--- src/rtl/video_timing_pkg.sv ---
// Shared raster definitions: standard CEA timing sets and the line/frame total helper.
package video_timing_pkg;

  localparam int CNT_W = 12;

  typedef struct packed {
    int active;
    int fp;
    int sync;
    int bp;
  } axis_t;

  typedef struct packed {
    axis_t h;
    axis_t v;
    bit    hs_pol;
    bit    vs_pol;
  } mode_t;

  localparam mode_t MODE_480P  = '{h: '{640, 16, 96, 48},    v: '{480, 10, 2, 33}, hs_pol: 1'b0, vs_pol: 1'b0};
  localparam mode_t MODE_720P  = '{h: '{1280, 110, 40, 220}, v: '{720, 5, 5, 20},  hs_pol: 1'b1, vs_pol: 1'b1};
  localparam mode_t MODE_1080P = '{h: '{1920, 88, 44, 148},  v: '{1080, 4, 5, 36}, hs_pol: 1'b1, vs_pol: 1'b1};

  function automatic int axis_total(input int active, input int fp, input int sync, input int bp);
    return active + fp + sync + bp;
  endfunction

endpackage

--- src/rtl/timing_counter.sv ---
// Wrap counter 0..COUNT-1 advancing when en_i is high; tc_o flags the last count.
// Zero-latency terminal count, no backpressure.
module timing_counter
  import video_timing_pkg::*;
#(
  parameter int COUNT = 16
) (
  input  logic             clk,
  input  logic             rst_n,
  input  logic             en_i,
  output logic [CNT_W-1:0] cnt_o,
  output logic             tc_o
);

  localparam logic [CNT_W-1:0] LAST = CNT_W'(COUNT - 1);

  if (COUNT < 1 || COUNT > (1 << CNT_W)) begin : g_count_chk
    $error("timing_counter: COUNT out of range for counter width");
  end

  logic [CNT_W-1:0] cnt_q, cnt_d;

  assign tc_o  = (cnt_q == LAST);
  assign cnt_o = cnt_q;

  always_comb begin
    cnt_d = cnt_q;
    if (en_i) begin
      cnt_d = tc_o ? '0 : cnt_q + CNT_W'(1);
    end
  end

  always_ff @(posedge clk) begin
    if (!rst_n) cnt_q <= '0;
    else        cnt_q <= cnt_d;
  end

endmodule

--- src/rtl/video_timing_gen.sv ---
// Raster timing source: hs/vs/de/x/y/frame_start registered one stage from the h/v counters.
// One-cycle latency from counter sample, free-running with no backpressure.
module video_timing_gen
  import video_timing_pkg::*;
#(
  parameter int H_ACTIVE = MODE_1080P.h.active,
  parameter int H_FP     = MODE_1080P.h.fp,
  parameter int H_SYNC   = MODE_1080P.h.sync,
  parameter int H_BP     = MODE_1080P.h.bp,
  parameter int V_ACTIVE = MODE_1080P.v.active,
  parameter int V_FP     = MODE_1080P.v.fp,
  parameter int V_SYNC   = MODE_1080P.v.sync,
  parameter int V_BP     = MODE_1080P.v.bp,
  parameter bit HS_POL   = MODE_1080P.hs_pol,
  parameter bit VS_POL   = MODE_1080P.vs_pol
) (
  input  logic        clk,
  input  logic        rst_n,
  output logic [15:0] hactive,
  output logic [15:0] vactive,
  output logic        timing_hs,
  output logic        timing_vs,
  output logic        timing_de,
  output logic [11:0] timing_x,
  output logic [11:0] timing_y,
  output logic        frame_start
);

  localparam int H_TOTAL = axis_total(H_ACTIVE, H_FP, H_SYNC, H_BP);
  localparam int V_TOTAL = axis_total(V_ACTIVE, V_FP, V_SYNC, V_BP);

  if (H_TOTAL > 4096 || V_TOTAL > 4096) begin : g_total_chk
    $error("video_timing_gen: H_TOTAL and V_TOTAL must fit the 12-bit counters");
  end

  localparam logic [CNT_W-1:0] H_ACT_END  = CNT_W'(H_ACTIVE);
  localparam logic [CNT_W-1:0] H_SYNC_BEG = CNT_W'(H_ACTIVE + H_FP);
  localparam logic [CNT_W-1:0] H_SYNC_END = CNT_W'(H_ACTIVE + H_FP + H_SYNC);
  localparam logic [CNT_W-1:0] V_ACT_END  = CNT_W'(V_ACTIVE);
  localparam logic [CNT_W-1:0] V_SYNC_BEG = CNT_W'(V_ACTIVE + V_FP);
  localparam logic [CNT_W-1:0] V_SYNC_END = CNT_W'(V_ACTIVE + V_FP + V_SYNC);

  logic [CNT_W-1:0] h_cnt, v_cnt;
  logic             h_tc;

  timing_counter #(.COUNT(H_TOTAL)) u_h_cnt (
    .clk   (clk),
    .rst_n (rst_n),
    .en_i  (1'b1),
    .cnt_o (h_cnt),
    .tc_o  (h_tc)
  );

  // Vertical advances on the same edge the line wraps, so vs flips at h_cnt==0.
  timing_counter #(.COUNT(V_TOTAL)) u_v_cnt (
    .clk   (clk),
    .rst_n (rst_n),
    .en_i  (h_tc),
    .cnt_o (v_cnt),
    .tc_o  ()
  );

  logic             hs_d, vs_d, de_d, fs_d;
  logic [CNT_W-1:0] x_d, y_d;
  logic             hs_q, vs_q, de_q, fs_q;
  logic [CNT_W-1:0] x_q, y_q;

  assign de_d = (h_cnt < H_ACT_END) && (v_cnt < V_ACT_END);
  assign hs_d = ((h_cnt >= H_SYNC_BEG) && (h_cnt < H_SYNC_END)) ? HS_POL : ~HS_POL;
  assign vs_d = ((v_cnt >= V_SYNC_BEG) && (v_cnt < V_SYNC_END)) ? VS_POL : ~VS_POL;
  assign x_d  = de_d ? h_cnt : '0;
  assign y_d  = de_d ? v_cnt : '0;
  assign fs_d = (h_cnt == '0) && (v_cnt == '0);

  always_ff @(posedge clk) begin
    if (!rst_n) begin
      hs_q <= ~HS_POL;
      vs_q <= ~VS_POL;
      de_q <= 1'b0;
      x_q  <= '0;
      y_q  <= '0;
      fs_q <= 1'b0;
    end else begin
      hs_q <= hs_d;
      vs_q <= vs_d;
      de_q <= de_d;
      x_q  <= x_d;
      y_q  <= y_d;
      fs_q <= fs_d;
    end
  end

  assign hactive     = 16'(H_ACTIVE);
  assign vactive     = 16'(V_ACTIVE);
  assign timing_hs   = hs_q;
  assign timing_vs   = vs_q;
  assign timing_de   = de_q;
  assign timing_x    = x_q;
  assign timing_y    = y_q;
  assign frame_start = fs_q;

endmodule

--- config.mk ---
export PLATFORM = sky130hd
export DESIGN_NAME = video_timing_gen
export DESIGN_NICKNAME = d
export VERILOG_FILES = /design/src/rtl/video_timing_pkg.sv /design/src/rtl/timing_counter.sv /design/src/rtl/video_timing_gen.sv
export SDC_FILE = /design/constraint.sdc
export NUM_CORES = 1
export LEC_CHECK = 0
export ABC_AREA = 1
export CORE_MARGIN = 3
export CORE_UTILIZATION = 25
export CTS_BUF_LIST = sky130_fd_sc_hd__clkbuf_8
export DETAILED_ROUTE_END_ITERATION = 7
export PLACE_DENSITY = 0.48
export SKIP_CTS_REPAIR_TIMING = 1
export SYNTH_ARGS = -nofsm -noshare
export SYNTH_HDL_FRONTEND = slang
export SYNTH_SLANG_ARGS = --single-unit
--- constraint.sdc ---
create_clock -name clk -period 1.6 [get_ports clk]
set_clock_uncertainty 0.15 [all_clocks]
set_input_delay 0.48 -clock clk [delete_from_list [all_inputs] [get_ports clk]]
set_output_delay 0.48 -clock clk [all_outputs]
set_load 0.05 [all_outputs]
==> metrics.txt <==
worst setup path category register to register; Vias 2029; clk root buf clkbuf_8; fin. max-slew vios 0; Seq cells post-synth 52; outcome finished, final reports clean; Fin. Hold Viols 0; final non-filler cell total between 500 and 600; VDD IR max 0.361 mV; placed cell count around 500; Crit path largest cell delay 0.37 ns; Final min period 1.56 ns; min-delay worst type register to register; sequential share of the synthesized area a little over two fifths; R2R depth 8; setup violators final 0; syn avg cell area 7.36 um2; routability cong. 0.844; initial antenna violation count 0; Layout Utilization between 30% and 40%; Distinct cells, synth 24; Worst Path Required 1.65 ns; pwr/cell area roughly 720 mW/mm2; Tcrit/Tclk final 97.8%; clk_lat worst skew around 0.30 ns; Static Leak about 1.4 nW; post-route setup slack between 0.03 and 0.04 ns; initial core utilization 25.9%; largest net degree at the start of global routing 15; Power Total roughly 0.0024 W; Die W between 100 and 150 um; vias in the first global route 1819; Critical Path Stages 8; DRT Pass-1 Iters 4; Row Count 35; FMAX 0.639 GHz; slowest library cell on the worst path dfxtp_2; nets 392; R2R Path End u_v_cnt.cnt_o[3]; critical path peak fanout 7; Worst Path Arrival 1.61 ns; Synth area leader dfxtp_1; ANT nets after route 0; clk slew on worst S/H paths 0.09 ns; Post-Syn Instances about 330; Detailed Route Iter0 Violations 109; P&R area growth vs syn 41.4%; commonest non-fill, non-tap cell in the layout nor2_1; commonest cells after routing, fill and taps aside nor2_1 (61), nand2_1 (57), dfxtp_1 (46); WP buf/inv 0; CTS tree done; ant diodes 0; crit start category register; die area 0.0108 mm2; dpl hpwl approximately 4 mm; Num CTS Buffers 5; CTS max path bufs 2; synth top area cells dfxtp_1 (43%), nor2_1 (11%), buf_4 (11%), nand2_1 (9.2%), nand3_1 (5.4%); final wirelength about 5.5 mm; core area 0.00928 mm2; # H-tree levels 2; R2R Setup Slk 0.04 ns; RR Startpoint u_h_cnt.cnt_o[1]; worst setup path endpoint u_v_cnt.cnt_o[3]; Max Cap Violations 0; sinks on the clock net 52; fill count around 990; first-pass GRT wire length 8.60 mm; Vias/cell 3.95; Setup WS pre-CTS -0.202 ns; area fraction of the dominant cell type after synthesis 43.2%; IO Count between 60 and 70; routed len/inst between 10 and 15 um; # port buffers 29; family with the most delay on the worst path simple AND/OR/NAND/NOR gates; crit path from u_h_cnt.cnt_o[1]; Warnings, synthesis 0; CP Cell Sequence ha_4, nand2_4, nor2_4, nand2_4, nor2_4, nand3_2, nand2_1, nor2_1; critical path capture point type register; share of layout cells above drive strength 1 27.0%; Post-route DRC 0; RSZ-0062 raised after global routing yes; die height between 100 and 150 um; GRT Overall Usage 9.65%; total gr overflow 0; Cell Area, Synth 0.00241 mm2
worst min-delay path by stage:
| stage | startpoint | endpoint | slack [ns] | cells after the start |
|---|---|---|---|---|
| 5_1_grt | u_h_cnt.cnt_o[9] | u_h_cnt.cnt_o[9] | 0.38 | 2 |
| 6_report | u_h_cnt.cnt_o[10] | u_h_cnt.cnt_o[10] | 0.34 | 2 |
| 4_1_cts | u_h_cnt.cnt_o[9] | u_h_cnt.cnt_o[9] | 0.35 | 2 |
| 2_1_floorplan | u_h_cnt.cnt_o[0] | u_h_cnt.cnt_o[0] | 0.28 | 1 |
| 3_3_place_gp | u_h_cnt.cnt_o[10] | u_h_cnt.cnt_o[10] | 0.33 | 2 |
| 3_5_place_dp | u_h_cnt.cnt_o[9] | u_h_cnt.cnt_o[9] | 0.33 | 2 |
registers in the layout (all words and copies together) (netlist names):
register       count
timing_x          12
timing_y          12
u_h_cnt.cnt_o     12
u_v_cnt.cnt_o     12
frame_start        1
timing_de          1
timing_hs          1
timing_vs          1
worst reg2reg max path, delay by kind of cell (launching register included):
family | cells | cell delay [ns]
simple gates | 7 | 0.80
flops | 1 | 0.37
fa+ha+maj | 1 | 0.15
cells by family after synthesis:
family,share of synthesized area (%)
flops,43.2
buf+inv,17.2
compound gates,3.43
xor+xnor,1.46
simple gates,31.8
fa+ha+maj,2.60
other cells,0.312
power by group:
part           total [W]  leakage [nW]  switching (W)  internal, W
registers        0.00133         0.424      0.0000156      0.00131
clock network   0.000783        0.0503       0.000398     0.000386
logic           0.000326         0.953       0.000252    0.0000745
total            0.00244          1.43       0.000665      0.00177
cells in the mapped netlist:
master	n
nor2_1	69
nand2_1	59
dfxtp_1	52
buf_4	34
inv_1	31
nand3_1	26
a21oi_1	11
nand4_1	8
inv_2	7
ha_1	5
nand2_2	4
o21ai_0	4
xor2_1	4
conb_1	2
nor2_4	2
a21boi_0	1
buf_2	1
buf_6	1
nand3_2	1
nand3_4	1
nor2_2	1
nor3_1	1
nor3_2	1
nor3b_1	1
per-stage QoR:
step	hold WS [ns]	cell area [um2]	setup TNS [ns]
finish	0.341	3400	0
CTS	0.346	3250	-0.417
detailed placement	0.333	3150	-6.87
global placement	0.331	3150	-6.05
floorplan	0.280	2530	0
global route	0.384	3400	-0.402
metal layers:
metal	GRT usage [%]	part of all wire, %	wire length [um]	vias up
li1	-	-	-	1063
met4	3.51	1.2	63	0
met2	13.5	41	2260	67
met3	2.36	6.8	370	4
met5	0	0	0	-
met1	14.2	51	2770	895
layout make-up:
cell class                 count  area (um2)  share of cell area (%)
inverter                      38         143                    4.19
timing repair buffer          54         771                    22.6
clock buffer                   7        96.3                    2.83
multi-input combinational    234        1180                    34.8
sequential                    52        1050                    30.8
tap                          129         161                    4.74
(Power assumes the default switching activity.)
